$ cat config.mk
export PLATFORM = sky130hd
export DESIGN_NAME = seg_mux_driver
export DESIGN_NICKNAME = d
export VERILOG_FILES = /design/src/rtl/seg_mux_driver.sv
export SDC_FILE = /design/constraint.sdc
export NUM_CORES = 1
export LEC_CHECK = 0
export CAP_MARGIN = 20
export CORE_MARGIN = 1.5
export CORE_UTILIZATION = 38
export DETAILED_ROUTE_END_ITERATION = 6
export DONT_BUFFER_PORTS = 1
export PLACE_DENSITY_LB_ADDON = 0.05
export SLEW_MARGIN = 10
export SYNTH_ARGS = -nofsm -noshare
export SYNTH_HDL_FRONTEND = slang
export SYNTH_SLANG_ARGS = --single-unit
$ cat constraint.sdc
create_clock -name Clk100M -period 2.2 [get_ports Clk100M]
set_input_delay 0.11 -clock Clk100M [delete_from_list [all_inputs] [get_ports Clk100M]]
set_output_delay 0.11 -clock Clk100M [all_outputs]
set_load 0.02 [all_outputs]
$ cat src/rtl/seg_mux_driver.sv
// -----------------------------------------------------------------------------
// seg_mux_driver
// Time-multiplexed driver for a 4-digit, 8-segment (active-low) display.
// A frame snapshot of the four segment patterns is taken at the start of each
// frame. Each digit then gets a slot of REFRESH_DIV clocks. The first
// BLANK_CYCLES clocks of a slot are dark (anti-ghosting) and the rest drive the
// digit. Optional whole-display blinking toggles visibility every BLINK_FRAMES
// frames.
//
// Ports
//   Clk100M             : clock, all logic on the rising edge
//   Reset               : synchronous, active-high reset
//   segIn0..segIn3 [7:0]: active-low segment patterns {dp,g..a} for digits 0..3
//   blink               : 1 enables whole-display blinking
//   an [3:0]            : active-low digit anodes (an[k] low selects digit k)
//   seg [7:0]           : active-low cathodes {dp,g..a}
//   frame_tick          : one-cycle pulse after the last clock of each frame
// -----------------------------------------------------------------------------
module seg_mux_driver #(
  parameter int REFRESH_DIV  = 100000,
  parameter int BLANK_CYCLES = 1000,
  parameter int BLINK_FRAMES = 125
) (
  input  logic       Clk100M,
  input  logic       Reset,
  input  logic [7:0] segIn0,
  input  logic [7:0] segIn1,
  input  logic [7:0] segIn2,
  input  logic [7:0] segIn3,
  input  logic       blink,
  output logic [3:0] an,
  output logic [7:0] seg,
  output logic       frame_tick
);

  localparam int CW = $clog2(REFRESH_DIV);
  localparam int BW = $clog2(BLINK_FRAMES + 1);
  localparam logic [CW-1:0] CNT_ZERO   = CW'(0);
  localparam logic [CW-1:0] CNT_ONE    = CW'(1);
  localparam logic [CW-1:0] CNT_LAST   = CW'(REFRESH_DIV - 1);
  localparam logic [CW-1:0] CNT_BLANK  = CW'(BLANK_CYCLES);
  localparam logic [BW-1:0] BLINK_ONE  = BW'(1);
  localparam logic [BW-1:0] BLINK_LAST = BW'(BLINK_FRAMES - 1);

  typedef enum logic {
    BLANK = 1'b0,
    DRIVE = 1'b1
  } state_t;

  state_t          state;
  state_t          stateNext;
  logic [CW-1:0]   cnt;
  logic [CW-1:0]   cntNext;
  logic [1:0]      dig;
  logic [1:0]      digNext;
  logic            slotWrap;
  logic            frameEnd;
  logic [3:0]      anNext;
  logic [7:0]      segNext;
  logic [7:0]      snap [4];
  logic [BW-1:0]   blinkCnt;
  logic            hidden;

  // Slot counter / digit advance, FSM next state and next output values.
  always_comb begin
    cntNext   = cnt + CNT_ONE;
    digNext   = dig;
    stateNext = state;
    slotWrap  = (cnt == CNT_LAST);
    frameEnd  = slotWrap && (dig == 2'd3);
    anNext    = 4'b1111;
    segNext   = 8'hFF;

    if (slotWrap) begin
      cntNext = CNT_ZERO;
      digNext = dig + 2'd1;
    end else begin
      cntNext = cnt + CNT_ONE;
    end

    // State tracks the counter value it will hold after this edge, so the
    // state register always agrees with cnt (BLANK iff cnt < BLANK_CYCLES).
    case (state)
      BLANK: begin
        if (cntNext == CNT_BLANK) begin
          stateNext = DRIVE;
        end else begin
          stateNext = BLANK;
        end
      end
      DRIVE: begin
        if (slotWrap) begin
          stateNext = BLANK;
        end else begin
          stateNext = DRIVE;
        end
      end
      default: stateNext = BLANK;
    endcase

    if ((state == DRIVE) && !hidden) begin
      anNext  = ~(4'b0001 << dig);
      segNext = snap[dig];
    end else begin
      anNext  = 4'b1111;
      segNext = 8'hFF;
    end
  end

  // Scan state, registered outputs and the per-frame snapshot.
  always_ff @(posedge Clk100M) begin
    if (Reset) begin
      cnt        <= CNT_ZERO;
      dig        <= 2'd0;
      state      <= BLANK;
      an         <= 4'b1111;
      seg        <= 8'hFF;
      frame_tick <= 1'b0;
      for (int k = 0; k < 4; k++) begin
        snap[k] <= 8'hFF;
      end
    end else begin
      cnt        <= cntNext;
      dig        <= digNext;
      state      <= stateNext;
      an         <= anNext;
      seg        <= segNext;
      frame_tick <= frameEnd;
      // Snapshot only at frame start so a frame never mixes old and new codes.
      if ((cnt == CNT_ZERO) && (dig == 2'd0)) begin
        snap[0] <= segIn0;
        snap[1] <= segIn1;
        snap[2] <= segIn2;
        snap[3] <= segIn3;
      end else begin
        snap <= snap;
      end
    end
  end

  // Blink phase: counts frame ends while blinking, toggles every BLINK_FRAMES.
  always_ff @(posedge Clk100M) begin
    if (Reset) begin
      blinkCnt <= '0;
      hidden   <= 1'b0;
    end else if (!blink) begin
      blinkCnt <= '0;
      hidden   <= 1'b0;
    end else if (frame_tick) begin
      if (blinkCnt == BLINK_LAST) begin
        blinkCnt <= '0;
        hidden   <= ~hidden;
      end else begin
        blinkCnt <= blinkCnt + BLINK_ONE;
      end
    end else begin
      blinkCnt <= blinkCnt;
      hidden   <= hidden;
    end
  end

endmodule

======== Word level (Yosys, flattened, before mapping) ========
Index checks and enable logic that the tools add are counted.
storage, ports and cells
  word-level logic and storage cells ...... 44
  bits of input ports ..................... 35
  bits in registers ....................... 73
  output and inout bits ................... 13
operators by class
  order comparisons ....................... 1
  eq/ne operators ......................... 4
  multiplexer cells ....................... 8
  bitwise operators ....................... 6
  reductions and logical operators ........ 9
  shifts and indexed selects .............. 1
  add/subtract/negate cells ............... 3
operators by type and width
  kind                     count
  $add A17 B1 Y17 const B  1
  $eq A17 B10 Y1 const B   1
  $eq A17 B17 Y1 const B   1
  $logic_not A17 Y1        1
  $mux W17                 1
  $bmux W8 S2              1
  $mux W8                  2
  $add A7 B1 Y7 const B    1
  $eq A7 B7 Y1 const B     1
  $mux W7                  1
  $not A1 Y1               4
  $not A4 Y4               1
  $reduce_or A2 Y1         2
  $shl A1 B2 Y4 const A    1
  $ge A3 B3 Y1 const B     1
  $logic_and A1 B1 Y1      3
  $not A2 Y3               1
  $add A2 B1 Y2 const B    1
  $eq A2 B2 Y1 const B     1
  $logic_not A2 Y1         1
  $mux W1                  2
  $pmux W1 S2              1
  $reduce_and A2 Y1        1
  $logic_not A1 Y1         1

======== Longest topological paths before layout ========
Gate-level depths: netlist of run 1.
  depth in word-level cells ............... 5
  mapped depth ............................ 8
  mapped depth without buffers ............ 6

======== Worst setup path after synthesis of run 1 ========
OpenSTA, ideal clock, no wires.
  path type ............................... register to register
  start point ............................. reg dig[0]
  end point ............................... reg snap[8] (netlist name)
  path buffers ............................ 3
  library setup time ...................... 0.120 ns
  data required time ...................... 2.080 ns
  setup slack ............................. 0.144 ns
  cell stages (with the launch flop) ...... 9
  data arrival time ....................... 1.936 ns
  clock period less this slack ............ 2.056 ns
  path through ............................ dfxtp_1 -> clkbuf_1 -> inv_1 -> ha_1 -> nand3_1 -> nor3_4 -> buf_4 -> buf_4 -> a211o_1
between the ends
  longest elaborated chain between the ends .. 2
RTL lines
  element                 RTL line  source
  from (decl)             54        logic [1:0] dig;
  from (signal assigned)  124       dig <= digNext;
  $logic_not A2 Y1        130       if ((cnt == CNT_ZERO) && (dig == 2'd0)) begin
  $logic_and A1 B1 Y1     130
  to (signal assigned)    136       snap <= snap;
  to (decl)               60        logic [7:0] snap [4];
No other way between the ends.
A chain may end at the register's enable or synchronous reset.

======== Final worst setup path of run 1 ========
  start point ............................. reg cnt[1]
  end point ............................... reg state
between the ends
  longest elaborated chain between the ends .. 5
  elaborated cells on any way between the ends .. 7
  those cells by class .................... 1 x add/sub; 2 x eq/ne; 4 x mux
RTL lines
  element                                                   RTL line  source
  from (decl)                                               52        logic [CW-1:0] cnt;
  from (signal assigned)                                    123       cnt <= cntNext;
  $add A17 B1 Y17 / $eq A17 B17 Y1 (equally long branches)  78, 69
  $mux W17                                                  74        if (slotWrap) begin
  $eq A17 B10 Y1                                            85        if (cntNext == CNT_BLANK) begin
  $mux W1                                                   85
  $pmux W1 S2 *                                             83        case (state)
  to (signal assigned)                                      125       state <= stateNext;
  to (decl)                                                 50        state_t state;
Every way passes the cells marked *; elsewhere a longest branch is shown, timed or not.

==> metrics.md, run 1 <==
| Metric | Value |
|---|---|
| Setup Total Neg Slack | `0 ns` |
| Initial DRC Count | `71` |
| Mapped Cells | `327` |
| CP Capture Type | `flop` |
| Antenna violations before repair | `0` |
| Seq/Total Area, Yosys | `44.68%` |
| Fin util | `48.26%` |
| Post-Syn Area | `3271 µm²` |
| Final hold vios | `0` |
| Antenna cells | `0` |
| Max Freq | `489.0 MHz` |
| Sink Count | `73` |
| Yosys reg bits | `73` |
| Die Y-Extent | `95.78 µm` |
| Synth top area share | `between 40% and 50%` |
| Root Driver | `clkbuf_8` |
| Final Power | `around 3.1 mW` |
| Worst-path fanout max | `7` |
| DR pass1 iterations | `4` |
| Fin crit share | `92.95%` |
| Number of distinct library cells after synthesis | `43` |
| Die W | `95.78 µm` |
| Pre-CTS WS | `0.1715 ns` |
| Vias/cell | `~5.0` |
| Crit-path slowest cell | `or4b_1` |
| Synthesis-to-layout area growth | `21.84%` |
| Routability cong. | `0.7907` |
| Pin count of the biggest net entering global routing | `65` |
| Vias in the first global route | `2249` |
| Peak per-stage delay on the critical path | `0.53 ns` |
| Setup violators final | `0` |
| Routed wire length | `6.868 mm` |
| I/O Pins | `48` |
| Setup WS post-layout | `0.1551 ns` |
| Max_cap viols | `0` |
| Critical-path cell list | `ha_1, nand4_1, o32ai_1, a211oi_2, or4b_1, a211oi_2` |
| Layout cells sized above 1 | `12.37%` |
| Synth Net Count | `370` |
| Reg clk slew, reported paths | `0.08 ns` |
| Fin area | `3985 µm²` |
| Total Nets Final | `between 400 and 500` |
| Starting Density | `39.61%` |
| Antenna Nets Post-Route | `0` |
| Worst hold slack | `approximately 0.017 ns` |
| Layout Cells excl Fill | `477` |
| CTS max path bufs | `2` |
| Status | `finished clean` |
| CP Launch Type | `flop` |
| GRT Resource Usage Total | `16.39%` |
| RSZ-0062 raised after global routing | `no` |
| DRC | `0` |
| Min Tclk post-route | `around 2 ns` |
| Clk Latency, worst-skew pair | `0.34 ns` |
| Buf+Inv Stages, Crit Path | `0` |
| Via count | `between 2000 and 2500` |
| First-pass GRT wire length | `11.43 mm` |
| Worst-Margin Slew | `about 0.48 ns` |
| Pwr Density | `765.8 nW/µm²` |
| Peak supply drop | `around 0.40 mV` |
| Max-slew violation count | `0` |
| Syn_area_per_cell | `10.00 µm²` |
| HPWL after DPL | `4.537 mm` |
| Setup Crit Path Kind | `flop to flop` |
| P_leak | `1.462 nW` |
| Hold Crit Class | `input pin to flop` |
| Die area | `9173 µm²` |
| Placed cells | `approximately 430` |
| Fillers | `808` |
| Placed inst area | `around 3400 µm²` |
| CP arrival | `2.31 ns` |
| PortBufs | `0` |
| Setup Skew | `~0.0098 ns` |
| CTS buffer count | `9` |
| # rows | `33` |
| Slew HR | `68.02%` |
| CTS tree | `built` |
| Wire per inst | `14.40 µm` |
| CP delay by family, top | `simple AND/OR/NAND/NOR gates` |
| CORE AREA | `a little over 8000 µm²` |
| Grt ovf | `0` |
| Worst EP required | `about 2.5 ns` |
| Top post-synthesis cells by area | `dfxtp_1 45%, a211o_1 8.6%, nor2b_1 6.5%` |
| Post-CTS Setup Repair Bufs | `0` |
| Leading area contributor after synthesis | `dfxtp_1` |
| CTS H-tree lvls | `3` |
| Crit path top cell by count | `a211oi_2` |
| YS warnings | `0` |
[final timing paths]
| path | start | to | cells after the start | slack [ns] |
|---|---|---|---|---|
| hold reg to reg | cnt[0]$_SDFF_PP0_ | cnt[0]$_SDFF_PP0_ | 1 | 0.46 |
| setup / recovery | cnt[1]$_SDFF_PP0_ | state$_SDFF_PP0_ | 6 | 0.16 |
| hold / removal | Reset | state$_SDFF_PP0_ | 3 | 0.02 |
| setup reg to reg | cnt[1]$_SDFF_PP0_ | state$_SDFF_PP0_ | 6 | 0.16 |
[power breakdown]
group / total, mW / internal (mW) / switching, mW
clock network: 1.27 / 0.760 / 0.513
logic: 0.336 / 0.196 / 0.140
registers: 1.44 / 1.40 / 0.0397
total: 3.05 / 2.36 / 0.693
[layout by cell type (no fill, tap or decap), types with 3 or more instances in the layout]
cell type      synthesis  final
a211o_1               32     32
buf_4                  6     16
bufinv_16              0      3
clkbuf_8               1      9
dfxtp_1               73     73
dlygate4sd3_1          0     33
ha_1                   8      8
inv_1                  9      9
mux4_2                 8      8
nand2_1               18     18
nand2b_1              13     13
nand3_1                9      9
nand4_1                6      6
nor2_1                30     30
nor2b_1               34     34
nor3_1                 5      5
nor4_1                 7      7
o21ai_0                3      3
or3_1                  3      3
xnor2_1                9      9
xor2_1                12     12
[tightest hold or removal path, delay by kind of cell]
| kind | cells | cell delay [ns] |
|---|---|---|
| AOI/OAI and AO/OA | 1 | 0.05 |
| and+or+nand+nor | 2 | 0.14 |
[area by class of cell]
cell class,count,area (µm²),share of cell area (%)
Timing Repair Buffer,51,490.5,12.31
Sequential cell,73,1461,36.67
Clock inverter,6,115.1,2.889
Multi-Input combinational cell,222,1622,40.69
Tap cell,105,131.4,3.297
Inverter,10,37.54,0.9419
Clock buffer,10,127.6,3.203
[cell families (layout without fill, tap and decap cells)]
| family | Yosys count | after routing | share of synthesized area, % |
|---|---|---|---|
| simple gates | 138 | 138 | 23.22 |
| flops | 73 | 73 | 44.68 |
| compound gates | 45 | 45 | 11.55 |
| buf+inv | 32 | 77 | 5.738 |
| xor+xnor | 21 | 21 | 5.624 |
| mux | 10 | 10 | 6.121 |
| fa+ha+maj | 8 | 8 | 3.061 |
[registers in the layout, summed over array words and instances, names as in the netlist]
register and cells:
hidden 1, blinkCnt 7, state 1, dig 2
cnt 17, frame_tick 1, an 4, snap 32
seg 8
[metal layers]
layer  share of wire, %  vias to the layer above  wire length [µm]  global-route usage, %
met5                  0                        -                 0                      0
met3                4.6                       12               319                  4.897
met2                 42                       50              2911                  22.83
met1                 51                     1091              3515                  23.42
li1                   -                     1221                 -                      -
met4                1.8                        0               123                  6.618
[synth_stat cells]
cell type and instances:
a211o_1 32, a211oi_1 2, a211oi_2 2, a21o_1 1, a21oi_1 2, a21oi_2 1, and2_1 1, and4b_1 1
buf_2 1, buf_4 6, buf_6 3, buf_8 1, clkbuf_1 10, clkbuf_8 1, clkinv_1 1, dfxtp_1 73
ha_1 8, inv_1 9, mux2i_1 2, mux4_2 8, nand2_1 18, nand2b_1 13, nand3_1 9, nand3_2 1
nand3b_1 1, nand4_1 6, nand4b_1 1, nor2_1 30, nor2b_1 34, nor3_1 5, nor3_4 1, nor4_1 7
nor4b_1 2, o211ai_1 1, o21ai_0 3, o32ai_1 1, or2_1 2, or3_1 3, or3b_1 1, or4_1 1
or4b_1 1, xnor2_1 9, xor2_1 12
[timing repair]
item | CTS | global route
hold endpoints to repair | 44 | 0
resized for setup | 0 | 0
hold buffers | 34 | 0
No activity file was read; power rests on OpenSTA's default activity.
==> run 2: changes to the inputs <==
Settings changed: CTS_BUF_LIST set to sky130_fd_sc_hd__clkbuf_4 sky130_fd_sc_hd__clkbuf_8 sky130_fd_sc_hd__clkbuf_16.
Clock period 2.2 ns to 2.5 ns, I/O delays scaled along.
==> metrics.md, run 2 (same netlist as run 1, synthesis figures left out) <==
| Metric | Value |
|---|---|
| Status | `finished clean` |
| GRT Max-Usage Layer | `met2` |
| Layout cells sized above 1 | `10.71% (-1.7 points)` |
| Pwr Density | `687.8 nW/µm² (-10%)` |
| Die W | `95.78 µm (unchanged)` |
| Setup Crit Path Kind | `flop to flop` |
| Antenna cells | `0 (unchanged)` |
| RSZ-0062 raised after global routing | `no` |
| Max_cap viols | `0 (unchanged)` |
| CP delay by family, top | `simple AND/OR/NAND/NOR gates` |
| Reg clk slew, reported paths | `0.08 ns (about the same)` |
| Synthesis-to-layout area growth | `20.12%` |
| Via count | `2374 (unchanged)` |
| Critical-path cell list | `nor4_1, nand2_1, nor3_4, buf_12, nor2b_1, a211o_1` |
| Setup Total Neg Slack | `0 ns (unchanged)` |
| CTS buffer count | `9 (unchanged)` |
| Setup violators final | `0 (unchanged)` |
| CTS H-tree lvls | `3 (unchanged)` |
| Initial DRC Count | `104 (+46%)` |
| P_leak | `1.425 nW (-2.5%)` |
| Most flops, register | `snap` |
| CTS tree | `built` |
| Most common library cell in the layout ignoring fill and taps | `dfxtp_1` |
| Clk Latency, worst-skew pair | `0.34 ns (about the same)` |
| GRT met1 Usage | `21.58% (-1.8 points)` |
| Antenna Nets Post-Route | `0 (unchanged)` |
| # rows | `33 (unchanged)` |
| Hold Crit Class | `input pin to flop` |
| Starting Density | `39.61% (unchanged)` |
| Pin count of the biggest net entering global routing | `59 (-9.2%)` |
| Worst EP required | `2.73 ns (+0.27 ns)` |
| Setup Skew | `0.007726 ns (-0.002058 ns)` |
| CORE AREA | `8258 µm² (unchanged)` |
| PortBufs | `0 (unchanged)` |
| Worst-Margin Slew | `0.4758 ns (+0.0004401 ns)` |
| Fin util | `47.58% (-0.68 points)` |
| Worst-path fanout max | `58 (+51)` |
| HPWL after DPL | `4.354 mm (-4.0%)` |
| Met2 Use GR | `24.41% (+1.6 points)` |
| Max Freq | `466.3 MHz (-4.6%)` |
| CP arrival | `2.37 ns (+0.06 ns)` |
| Fillers | `814 (+0.74%)` |
| Root Driver | `clkbuf_8` |
| DR pass1 iterations | `4 (unchanged)` |
| CP Launch Type | `flop` |
| Fin crit share | `85.78% (-7.2 points)` |
| Sink Count | `73 (unchanged)` |
| Antenna violations before repair | `0 (unchanged)` |
| Min Tclk post-route | `2.145 ns (+0.09968 ns)` |
| Post-CTS sizing | `0 (unchanged)` |
| Total Nets Final | `402 (-2.0%)` |
| Slew HR | `68.28% (+0.26 points)` |
| Vias in the first global route | `2265 (+0.71%)` |
| Final hold vios | `0 (unchanged)` |
| Routed wire length | `6.877 mm (+0.13%)` |
| Grt ovf | `0 (unchanged)` |
| DRC | `0 (unchanged)` |
| GRT Resource Usage Total | `16.05% (-0.34 points)` |
| Largest register FFs | `32 (unchanged)` |
| Biggest regs | `snap x32, cnt x17, seg x8` |
| Commonest non-fill, non-tap cells in the layout | `73 x dfxtp_1, 34 x nor2b_1, 33 x dlygate4sd3_1` |
| CTS max path bufs | `2 (unchanged)` |
| M3 GR Usage | `4.581% (-0.32 points)` |
| Max-slew violation count | `0 (unchanged)` |
| Fin area | `3929 µm² (-1.4%)` |
| Routability cong. | `0.7153 (-9.5%)` |
| Wire per inst | `14.66 µm (+1.8%)` |
| I/O Pins | `48 (unchanged)` |
| Crit-path slowest cell | `nor3_4` |
| Peak supply drop | `0.3692 mV (-8.0%)` |
| Placed inst area | `3332 µm² (-1.8%)` |
| Vias/cell | `5.062 (+1.7%)` |
| Die Y-Extent | `95.78 µm (unchanged)` |
| CP Capture Type | `flop` |
| Peak per-stage delay on the critical path | `0.43 ns (-0.10 ns)` |
| First-pass GRT wire length | `11.23 mm (-1.7%)` |
| Die area | `9173 µm² (unchanged)` |
| Buf+Inv Stages, Crit Path | `1 (+1)` |
run 2: cell count changes in the layout (fill, tap and decap cells not counted), sizes merged:
cell / delta
buf: -8
run 2: area by class of cell:
cell class	instances	area, µm²	area share, %
timing repair buffer	43	430.4	10.96
clock inverter	6	115.1	2.930
clock buffer	10	131.4	3.344
sequential	73	1461	37.20
inverter	10	37.54	0.9554
tap	105	131.4	3.344
multi-input combinational	222	1622	41.27
run 2: where the power goes:
part | total (mW) | switching (mW) | internal, mW
Sequential | 1.27 | 0.0314 | 1.23
Clock | 1.13 | 0.454 | 0.680
Combinational | 0.302 | 0.130 | 0.172
Total | 2.70 | 0.616 | 2.09
run 2: worst paths after layout:
path              slack [ns]                      from  depth (start not counted)                       end
setup reg to reg        0.36         cnt[8]$_SDFF_PP0_                          6     snap[23]$_SDFFE_PP1P_
setup / recovery        0.36         cnt[8]$_SDFF_PP0_                          6     snap[23]$_SDFFE_PP1P_
hold reg to reg         0.53  blinkCnt[6]$_SDFFE_PP0P_                          2  blinkCnt[6]$_SDFFE_PP0P_
hold / removal          0.03                     Reset                          3          state$_SDFF_PP0_
run 2: worst min-delay path: cells and delay by family:
kind            cells  cell delay, ns
simple gates        2            0.14
compound gates      1            0.05
run 2: per-layer routing:
layer / share of wire (%) / vias up
li1: - / 1200
met1: 48 / 1112
met2: 45 / 55
met3: 5.2 / 7
met4: 0.99 / 0
met5: 0 / -
run 2: timing repair:
action | CTS | global route
setup buffers | 0 | 0
hold endpoints to repair | 44 | 0
hold buffers | 34 | 0
run 2: stage by stage:
step / hold WS (ns) / power (mW) / setup WS [ns] / std cells
2_1_floorplan: 0.2429 / 1.514 / 0.4445 / 327
3_3_place_gp: 0.2016 / 1.532 / 0.3564 / 419
3_5_place_dp: 0.2040 / 1.535 / 0.3800 / 419
4_1_cts: 0.009397 / 2.734 / 0.3646 / 469
5_1_grt: 0.04681 / 2.818 / 0.2169 / 469
6_report: 0.02833 / 2.702 / 0.3554 / 469
